===== src/rtl/spi_port_ctrl.sv =====
`default_nettype none
// ============================================================================
//  Module   : spi_port_ctrl
//  Purpose  : 68030 bus slave for the SPI card window with a byte-wide,
//             mode-0 SPI host engine, programmable divider and two chip selects.
//  Revision : 1.0  initial release
// ============================================================================
module spi_port_ctrl #(
  parameter logic [7:0] DIV_RESET = 8'd3
) (
  input  logic       CLKCPU,
  input  logic       RESET,
  input  logic       AS20,
  input  logic       DS20,
  input  logic       RW20,
  input  logic       SEL,
  input  logic [1:0] A,
  input  logic [7:0] D,
  output logic [7:0] DOUT,
  output logic       DOE,
  output logic       DSACK,
  output logic       SCLK,
  output logic       MOSI,
  input  logic       MISO,
  output logic [1:0] CS_N
);

  typedef enum logic [1:0] {
    BUS_IDLE = 2'd0,
    BUS_ARM  = 2'd1,
    BUS_ACK  = 2'd2
  } bus_state_e;

  bus_state_e state_q, state_d;

  logic       as_meta_q, as_s_q, ds_meta_q, ds_s_q;
  logic [1:0] a_q;
  logic       rw_q;
  logic [7:0] d_q;
  logic [7:0] dout_q;
  logic       doe_q, dsack_q;

  logic [7:0] div_q, div_cnt_q, sr_q, rx_q;
  logic [1:0] cs_q;
  logic [2:0] bit_cnt_q;
  logic       ovr_q, busy_q, sclk_q, mosi_q, sample_q;

  logic       capture_d, commit_d, release_d;
  logic       wr_commit, rd_commit;
  logic [7:0] rd_data;

  always_comb begin
    state_d   = state_q;
    capture_d = 1'b0;
    commit_d  = 1'b0;
    release_d = 1'b0;
    case (state_q)
      BUS_IDLE: if (!as_s_q && !SEL) begin
        state_d   = BUS_ARM;
        capture_d = 1'b1;
      end
      // An address strobe that goes away before the data strobe is an abort.
      BUS_ARM: if (as_s_q) begin
        state_d = BUS_IDLE;
      end else if (!ds_s_q) begin
        state_d  = BUS_ACK;
        commit_d = 1'b1;
      end
      BUS_ACK: if (as_s_q) begin
        state_d   = BUS_IDLE;
        release_d = 1'b1;
      end
      default: state_d = BUS_IDLE;
    endcase
  end

  assign wr_commit = commit_d & ~rw_q;
  assign rd_commit = commit_d &  rw_q;

  always_comb begin
    rd_data = 8'hFF;
    case (a_q)
      2'd0:    rd_data = rx_q;
      2'd1:    rd_data = {busy_q, ovr_q, 4'b0000, cs_q};
      2'd2:    rd_data = div_q;
      default: rd_data = 8'hFF;
    endcase
  end

  always_ff @(posedge CLKCPU or negedge RESET) begin
    if (!RESET) begin
      state_q   <= BUS_IDLE;
      as_meta_q <= 1'b1;
      as_s_q    <= 1'b1;
      ds_meta_q <= 1'b1;
      ds_s_q    <= 1'b1;
      a_q       <= 2'd0;
      rw_q      <= 1'b1;
      d_q       <= 8'h00;
      dout_q    <= 8'hFF;
      doe_q     <= 1'b0;
      dsack_q   <= 1'b1;
    end else begin
      state_q   <= state_d;
      as_meta_q <= AS20;
      as_s_q    <= as_meta_q;
      ds_meta_q <= DS20;
      ds_s_q    <= ds_meta_q;
      if (capture_d) begin
        a_q  <= A;
        rw_q <= RW20;
        d_q  <= D;
      end
      if (commit_d) begin
        dsack_q <= 1'b0;
        doe_q   <= rw_q;
        if (rw_q) dout_q <= rd_data;
      end
      if (release_d) begin
        dsack_q <= 1'b1;
        doe_q   <= 1'b0;
      end
    end
  end

  always_ff @(posedge CLKCPU or negedge RESET) begin
    if (!RESET) begin
      div_q     <= DIV_RESET;
      cs_q      <= 2'b11;
      ovr_q     <= 1'b0;
      rx_q      <= 8'hFF;
      busy_q    <= 1'b0;
      sr_q      <= 8'hFF;
      mosi_q    <= 1'b1;
      sclk_q    <= 1'b0;
      div_cnt_q <= 8'd0;
      bit_cnt_q <= 3'd0;
      sample_q  <= 1'b0;
    end else begin
      if (busy_q) begin
        if (div_cnt_q == div_q) begin
          div_cnt_q <= 8'd0;
          sclk_q    <= ~sclk_q;
          if (!sclk_q) begin
            sample_q <= MISO;
          end else begin
            sr_q      <= {sr_q[6:0], sample_q};
            bit_cnt_q <= bit_cnt_q + 3'd1;
            if (bit_cnt_q == 3'd7) begin
              rx_q   <= {sr_q[6:0], sample_q};
              busy_q <= 1'b0;
              mosi_q <= 1'b1;
            end else begin
              mosi_q <= sr_q[6];
            end
          end
        end else begin
          div_cnt_q <= div_cnt_q + 8'd1;
        end
      end
      // Engine and a new start never collide: writes while busy are discarded.
      if (wr_commit) begin
        if (busy_q && a_q != 2'd3) begin
          ovr_q <= 1'b1;
        end else begin
          case (a_q)
            2'd0: begin
              sr_q      <= d_q;
              busy_q    <= 1'b1;
              mosi_q    <= d_q[7];
              sclk_q    <= 1'b0;
              div_cnt_q <= 8'd0;
              bit_cnt_q <= 3'd0;
            end
            2'd1:    cs_q  <= d_q[1:0];
            2'd2:    div_q <= d_q;
            default: ;
          endcase
        end
      end else if (rd_commit && a_q == 2'd1) begin
        ovr_q <= 1'b0;
      end
    end
  end

  assign DOUT  = dout_q;
  assign DOE   = doe_q;
  assign DSACK = dsack_q;
  assign SCLK  = sclk_q;
  assign MOSI  = mosi_q;
  assign CS_N  = cs_q;

endmodule
`default_nettype wire


===== config.mk =====
export PLATFORM = sky130hd
export DESIGN_NAME = spi_port_ctrl
export DESIGN_NICKNAME = d
export VERILOG_FILES = /design/src/rtl/spi_port_ctrl.sv
export SDC_FILE = /design/constraint.sdc
export NUM_CORES = 1
export LEC_CHECK = 0
export CORE_UTILIZATION = 56
export DETAILED_ROUTE_END_ITERATION = 8
export PLACE_DENSITY = 0.91
export SLEW_MARGIN = 10
export SYNTH_ARGS = -nofsm -noshare
export SYNTH_HDL_FRONTEND = slang
export SYNTH_SLANG_ARGS = --single-unit

===== constraint.sdc =====
create_clock -name CLKCPU -period 2.2 [get_ports CLKCPU]
set_clock_uncertainty 0.15 [all_clocks]
set_input_delay 0.44 -clock CLKCPU [delete_from_list [all_inputs] [get_ports CLKCPU]]
set_output_delay 0.44 -clock CLKCPU [all_outputs]
set_load 0.05 [all_outputs]

==> impl_metrics.toml <==
[power_and_ir_drop]
p_per_area_nw_per_um2 = 1200
p_total_mw = 4.44
irDropWorstVdd_uv = 749
leakage_nw = 1.70

[synthesis]
synthAdderAreaFrac_pct = 1.21
avgSynthCellArea_um2 = 11.9
syn_nets = 281
synth_ff_type = "dfstp_2"
synth_commonest_cells = "dfrtp_1, dfstp_2, mux2_2"
synth_area_leader_cell = "dfstp_2"
ys_seq_elements = 68
synth_top_area_share_pct = 28.7
synth.top_cells.by_area = "dfstp_2, dfrtp_1, mux2_2, mux2_4, mux2i_1"
synth_top_family_by_area = "multiplexers"
synth_edf_count = 0
synthesis.area_um2 = 3110
ys_warn_count = 0
yosys.area_share.simple_pct = 11.5
synth-seq-area-share_pct = 56.0
synth_cell_types = 45
synthMuxAreaShare_pct = 15.4
synth_compound_gate_area_share_pct = 8.96
ys_async_sr_fraction_pct = 100
syn_inst = 261
synth_xor_area_share_pct = 3.66

[routing]
detail-route-antenna-nets = 0
first_pass_iters = 4
route.vias.total = 2102
initialDrtViolationCount = 138
drcViolationCount = 0
totalWireLength_mm = 6.23
routed_via_density = 5.56
avgRoutedWirePerCell_um = 16.5

[floorplanning]
fp.dieW_um = 76.6
fp.dieH_um = 76.6
core-area_um2 = 5240
num_io_pins = 31
dieArea_um2 = 5860
std_cell_rows = 26
start_util_pct = 59.5

[cts]
clk_latency_ps = 340
cts_root_buf = "clkbuf_8"
cts_buffer_depth = 2
cts.sinks = 68
postCtsSetupBuffers = 0
cts_buffers = 9
path_clk_slew_ps = 70
cts_htree_levels = 3
cts_tree = "done"

[placed_design]
dp_hpwl_mm = 4.49
portBuffers = 30
place.gp.congestion = 0.905
pre_cts_ws_ps = 153

[final_layout]
seqCellArea_um2 = 1740
nets = 323
utilization_pct = 70.6
synthToLayoutAreaGrowth_pct = 18.7
nFillCells = 367
drive_above_1_share_pct = 36.0
multiInputGateArea_um2 = 1280
n_antenna_cell = 0

[sta]
setup_viol = 0
tns_ps = 0
tightest_slew_ps = 590
maxSlewViolCount = 0
hold_ws_ps = 207
fin_ws_ps = 89.8
maxSlewHeadroom_pct = 60.5
rsz0062_at_grt = "no"
finalHoldViolations = 0
period_share_pct = 95.9
period_needed_ps = 2110
fmax_mhz = 474

[worst_setup_path]
crit_slowest_cell = "clkdlybuf4s50_1"
cp_cell_sequence = "clkdlybuf4s50_1"
path_max_fanout = 3
rrSetupSlack_ps = 130
r2r_end = "rx_q[0]"
critPathKind = "reg2out"
start_kind = "register"
reg2reg_from = "div_q[0]"
worstPathArrival_ps = 1520
crit_family = "buffers and inverters"
cp_slowest_stage_delay_ps = 820
worst-path-buf-inv = 1
cp-end-kind = "primary output"
required_ps = 1610
ff2ff_path_depth = 5

[hold_path]
hold_depth = 0
hold_class = "reg2reg"
holdCritStartpoint = "ds_meta_q"
whs_endpoint = "ds_s_q"

[flow_run]
maxCapViolations = 0

[global_route]
grt_pass1_wl_mm = 10.5
grt_usage_pct = 23.9
gr-total-overflow = 0
grt_pass1_vias = 2122
grt_max_degree = 69
antenna_found_initial = 0

[outcome]
status = "finished clean"
[sequential cells by signal (all words and copies together) (netlist names), 2 cells and up]
name,flops
state_q,2
CS_N,2
div_cnt_q,8
DOUT,8
rx_q,8
div_q,8
d_q,8
bit_cnt_q,3
sr_q,7
a_q,2
[cell families after synthesis]
family | count (synthesis)
buffers and inverters | 18
xor gates and xnor gates | 13
DFF | 68
muxes | 41
AOI/OAI and AO/OA | 47
and+or+nand+nor | 71
adders and majority gates | 3
[timing repair]
item | CTS | global route
hold buffers | 1 | 0
resized for setup | 1 | 0
endpoints found under the hold margin | 34 | 0
setup endpoints to repair | 1 | 0
[per-layer routing]
| metal | routed length (um) | global-route usage (%) |
|---|---|---|
| met2 | 3050 | 36.4 |
| met1 | 2690 | 31.6 |
| met4 | 107 | 9.04 |
| met5 | 0 | 0 |
| met3 | 379 | 8.02 |
[cell type report]
cell class / instances / area share (%)
Clock buffer: 13 / 4.03
Clock inverter: 3 / 1.08
Inverter: 6 / 0.609
Multi-Input combinational cell: 175 / 34.5
Sequential cell: 68 / 47.2
Tap cell: 70 / 2.37
Timing Repair Buffer: 43 / 10.2
[metrics by stage]
stage	std cells	instance area, um2
after floorplan	261	3110
after global placement	361	3500
after detailed placement	361	3500
after CTS	378	3700
after global routing	378	3700
final	378	3700
[worst max-delay path by stage]
stage                   from      end  slack, ps  cells past startpoint
CTS                      DOE      DOE         60                      1
global route        div_q[0]  rx_q[0]         30                      5
global placement    div_q[1]  rx_q[4]        210                      5
floorplan           div_q[0]  rx_q[0]        260                      6
finish                   DOE      DOE         90                      1
detailed placement  div_q[1]  rx_q[0]        150                      5
[layout by cell type (no fill, tap or decap), types with 2 or more instances in the layout]
cell / n
buf_4: 23
nand2b_1: 4
nand2_1: 21
a21oi_1: 17
nand4_1: 2
clkbuf_8: 10
clkdlybuf4s50_1: 16
mux2_4: 8
nor2_1: 21
nor4_1: 3
xor2_1: 10
xnor2_1: 3
a21o_1: 6
mux2i_1: 9
ha_1: 3
clkbuf_1: 3
o21ai_0: 13
dfrtp_1: 34
inv_1: 6
nand3_1: 3
clkinv_2: 2
mux2_2: 24
o22ai_1: 4
o21a_1: 2
nor3_1: 3
dfstp_2: 34
[report_power, final]
part / switching [mW] / internal (mW)
sequential: 0.328 / 1.71
clock: 0.424 / 0.552
combinational: 0.823 / 0.610
(Power assumes the default switching activity.)
==> variant: new RTL, config.mk and constraints unchanged <==
Re-encode `bus_state_e` (3 states) as one-hot, 3 bits wide.
--- a/src/rtl/spi_port_ctrl.sv
+++ b/src/rtl/spi_port_ctrl.sv
@@ -26,8 +26,8 @@
 );
 
-  typedef enum logic [1:0] {
-    BUS_IDLE = 2'd0,
-    BUS_ARM  = 2'd1,
-    BUS_ACK  = 2'd2
+  typedef enum logic [2:0] {
+    BUS_IDLE = 3'b001,
+    BUS_ARM  = 3'b010,
+    BUS_ACK  = 3'b100
   } bus_state_e;
 
Function: no difference found for any inputs over 10 cycles, from zero or initial values and one cycle with RESET low; not proved beyond that.
==> variant against the original RTL <==
Power is 3.3% higher. Synthesized area rose by 4.9%. Worst setup slack improved by 0.0052 ns. Non-clock buffer count grew 5. Maximum frequency is 0.25% higher. Clock power increased by 30%. Wire length up 22%. Final area rose by 7.7%. Final cell count is 7.4% higher. Sequential cell count increased by 1. Critical path type is now reg2reg. Largest power group unchanged.
==> variant: results (changes against the original RTL) <==
HPWL Detailed 4.59 mm (was 4.49 mm); relative slew slack 0.640 (was 0.605); worst-path fanout max 7 (was 3); GR Util met2 0.404 (was 0.364); reg-to-reg slack, setup 0.09 ns (was 0.13 ns); proportion of layout cells with a drive suffix above 1 0.362 (was 0.360); global-route wire length before repair 12.1 mm (was 10.5 mm); post-detailed-routing wire length 7.60 mm (was 6.23 mm); clk slew on worst S/H paths approximately 0.08 ns; hold wc startpoint as_meta_q$_DFF_PN1_ (was ds_meta_q$_DFF_PN1_); end of the worst hold path as_s_q$_DFF_PN1_ (was ds_s_q$_DFF_PN1_); WL met1 3.22 mm (was 2.69 mm); metal3 WL 400 µm (was 379 µm); hold_ws 0.209 ns (was 0.207 ns); Netlist cell types 37 (was 45); placed inst area 3650 µm² (was 3500 µm²); Synth top cells by count dfstp_2, dfrtp_1, mux2_2, nor2_1, a21oi_1 (was dfrtp_1, dfstp_2, mux2_2, nand2_1, nor2_1); pre-CTS setup slack 0.0305 ns (was 0.153 ns); CP max-delay cell dfstp_2 (was clkdlybuf4s50_1); status completed (unchanged); sequential share of the synthesized area 0.542 (was 0.560); GR Util met1 0.359 (was 0.316); NetSw 1.60 mW (was 1.57 mW); placed cells 383 (was 361); met3 Track Usage GR 0.0477 (was 0.0802); Seq pwr share 0.400 (was 0.458); vias in the first global route 2465 (was 2122); FILL cells 356 (was 367); DR WL/cell 18.7 µm (was 16.5 µm); Synth area leaders dfstp_2, dfrtp_1, mux2_2, o31ai_1, xnor2_1 (was dfstp_2, dfrtp_1, mux2_2, mux2_4, mux2i_1); mean post-synth cell area 11.4 µm² (was 11.9 µm²); Iteration-0 DRC Markers 227 (was 138); sw frac 0.348 (was 0.354); Final Wtd Congestion 0.815 (was 0.905); largest net degree at the start of global routing 70 (was 69); Max VDD drop 0.000655 V (was 0.000749 V); Arrival @ worst endpoint 2.23 ns (was 1.52 ns); Detail Route met2 WL 3.68 mm (was 3.05 mm); leakage power 1.68 nW (was 1.70 nW); top cell type's share of synthesized area 0.282 (was 0.287); final net count 349 (was 323); DR pass1 iterations 5 (was 4)
## variant: cell types whose count changed in the layout (fill, tap and decap cells not counted), moves of 5 or more
cell     delta
xor2_1      -7
mux2_4      -8
o31ai_1    +12
o31a_1      +8
mux2_2     +10
nand3_1     +5
inv_1       +5
xnor2_1     +8
a21o_1      -5
## variant: area by class of cell
cell class | count | area [µm²] | area share
tap | 72 | 90.1 | 0.0226
inverter | 11 | 41.3 | 0.0104
sequential | 69 | 1770 | 0.445
timing repair buffer | 48 | 443 | 0.111
clock inverter | 7 | 124 | 0.0311
clock buffer | 9 | 124 | 0.0311
multi-input combinational | 190 | 1390 | 0.349
## variant: cell families (layout without fill, tap and decap cells)
group,Yosys count,count (layout),synth area share
compound gates,63,63,0.122
xor+xnor,14,14,0.0375
fa+ha+maj,3,3,0.0115
buf+inv,28,75,0.0352
flops,69,69,0.542
mux,39,39,0.133
simple gates,71,71,0.119
## variant: worst max path at each step
stage                                    start                endpoint  slack [ns]  cells after the start
final                     div_q[0]$_DFFE_PN1P_  bit_cnt_q[2]$_DFF_PN0_        0.09                      6
after global routing      div_q[0]$_DFFE_PN1P_  bit_cnt_q[2]$_DFF_PN0_       -0.02                      6
after CTS                 div_q[0]$_DFFE_PN1P_    sample_q$_DFFE_PN0P_        0.06                      5
after detailed placement                   SEL      d_q[1]$_DFFE_PN0P_        0.03                      4
after global placement                     SEL      d_q[5]$_DFFE_PN0P_        0.08                      4
after floorplan           div_q[0]$_DFFE_PN1P_     rx_q[0]$_DFFE_PN1P_        0.24                      5
## variant: repair_timing
action	4_1_cts	5_1_grt
hold buffers	1	0
setup endpoints to repair	0	7
resized for setup	0	2
hold endpoints to repair	34	0
setup buffers	0	5
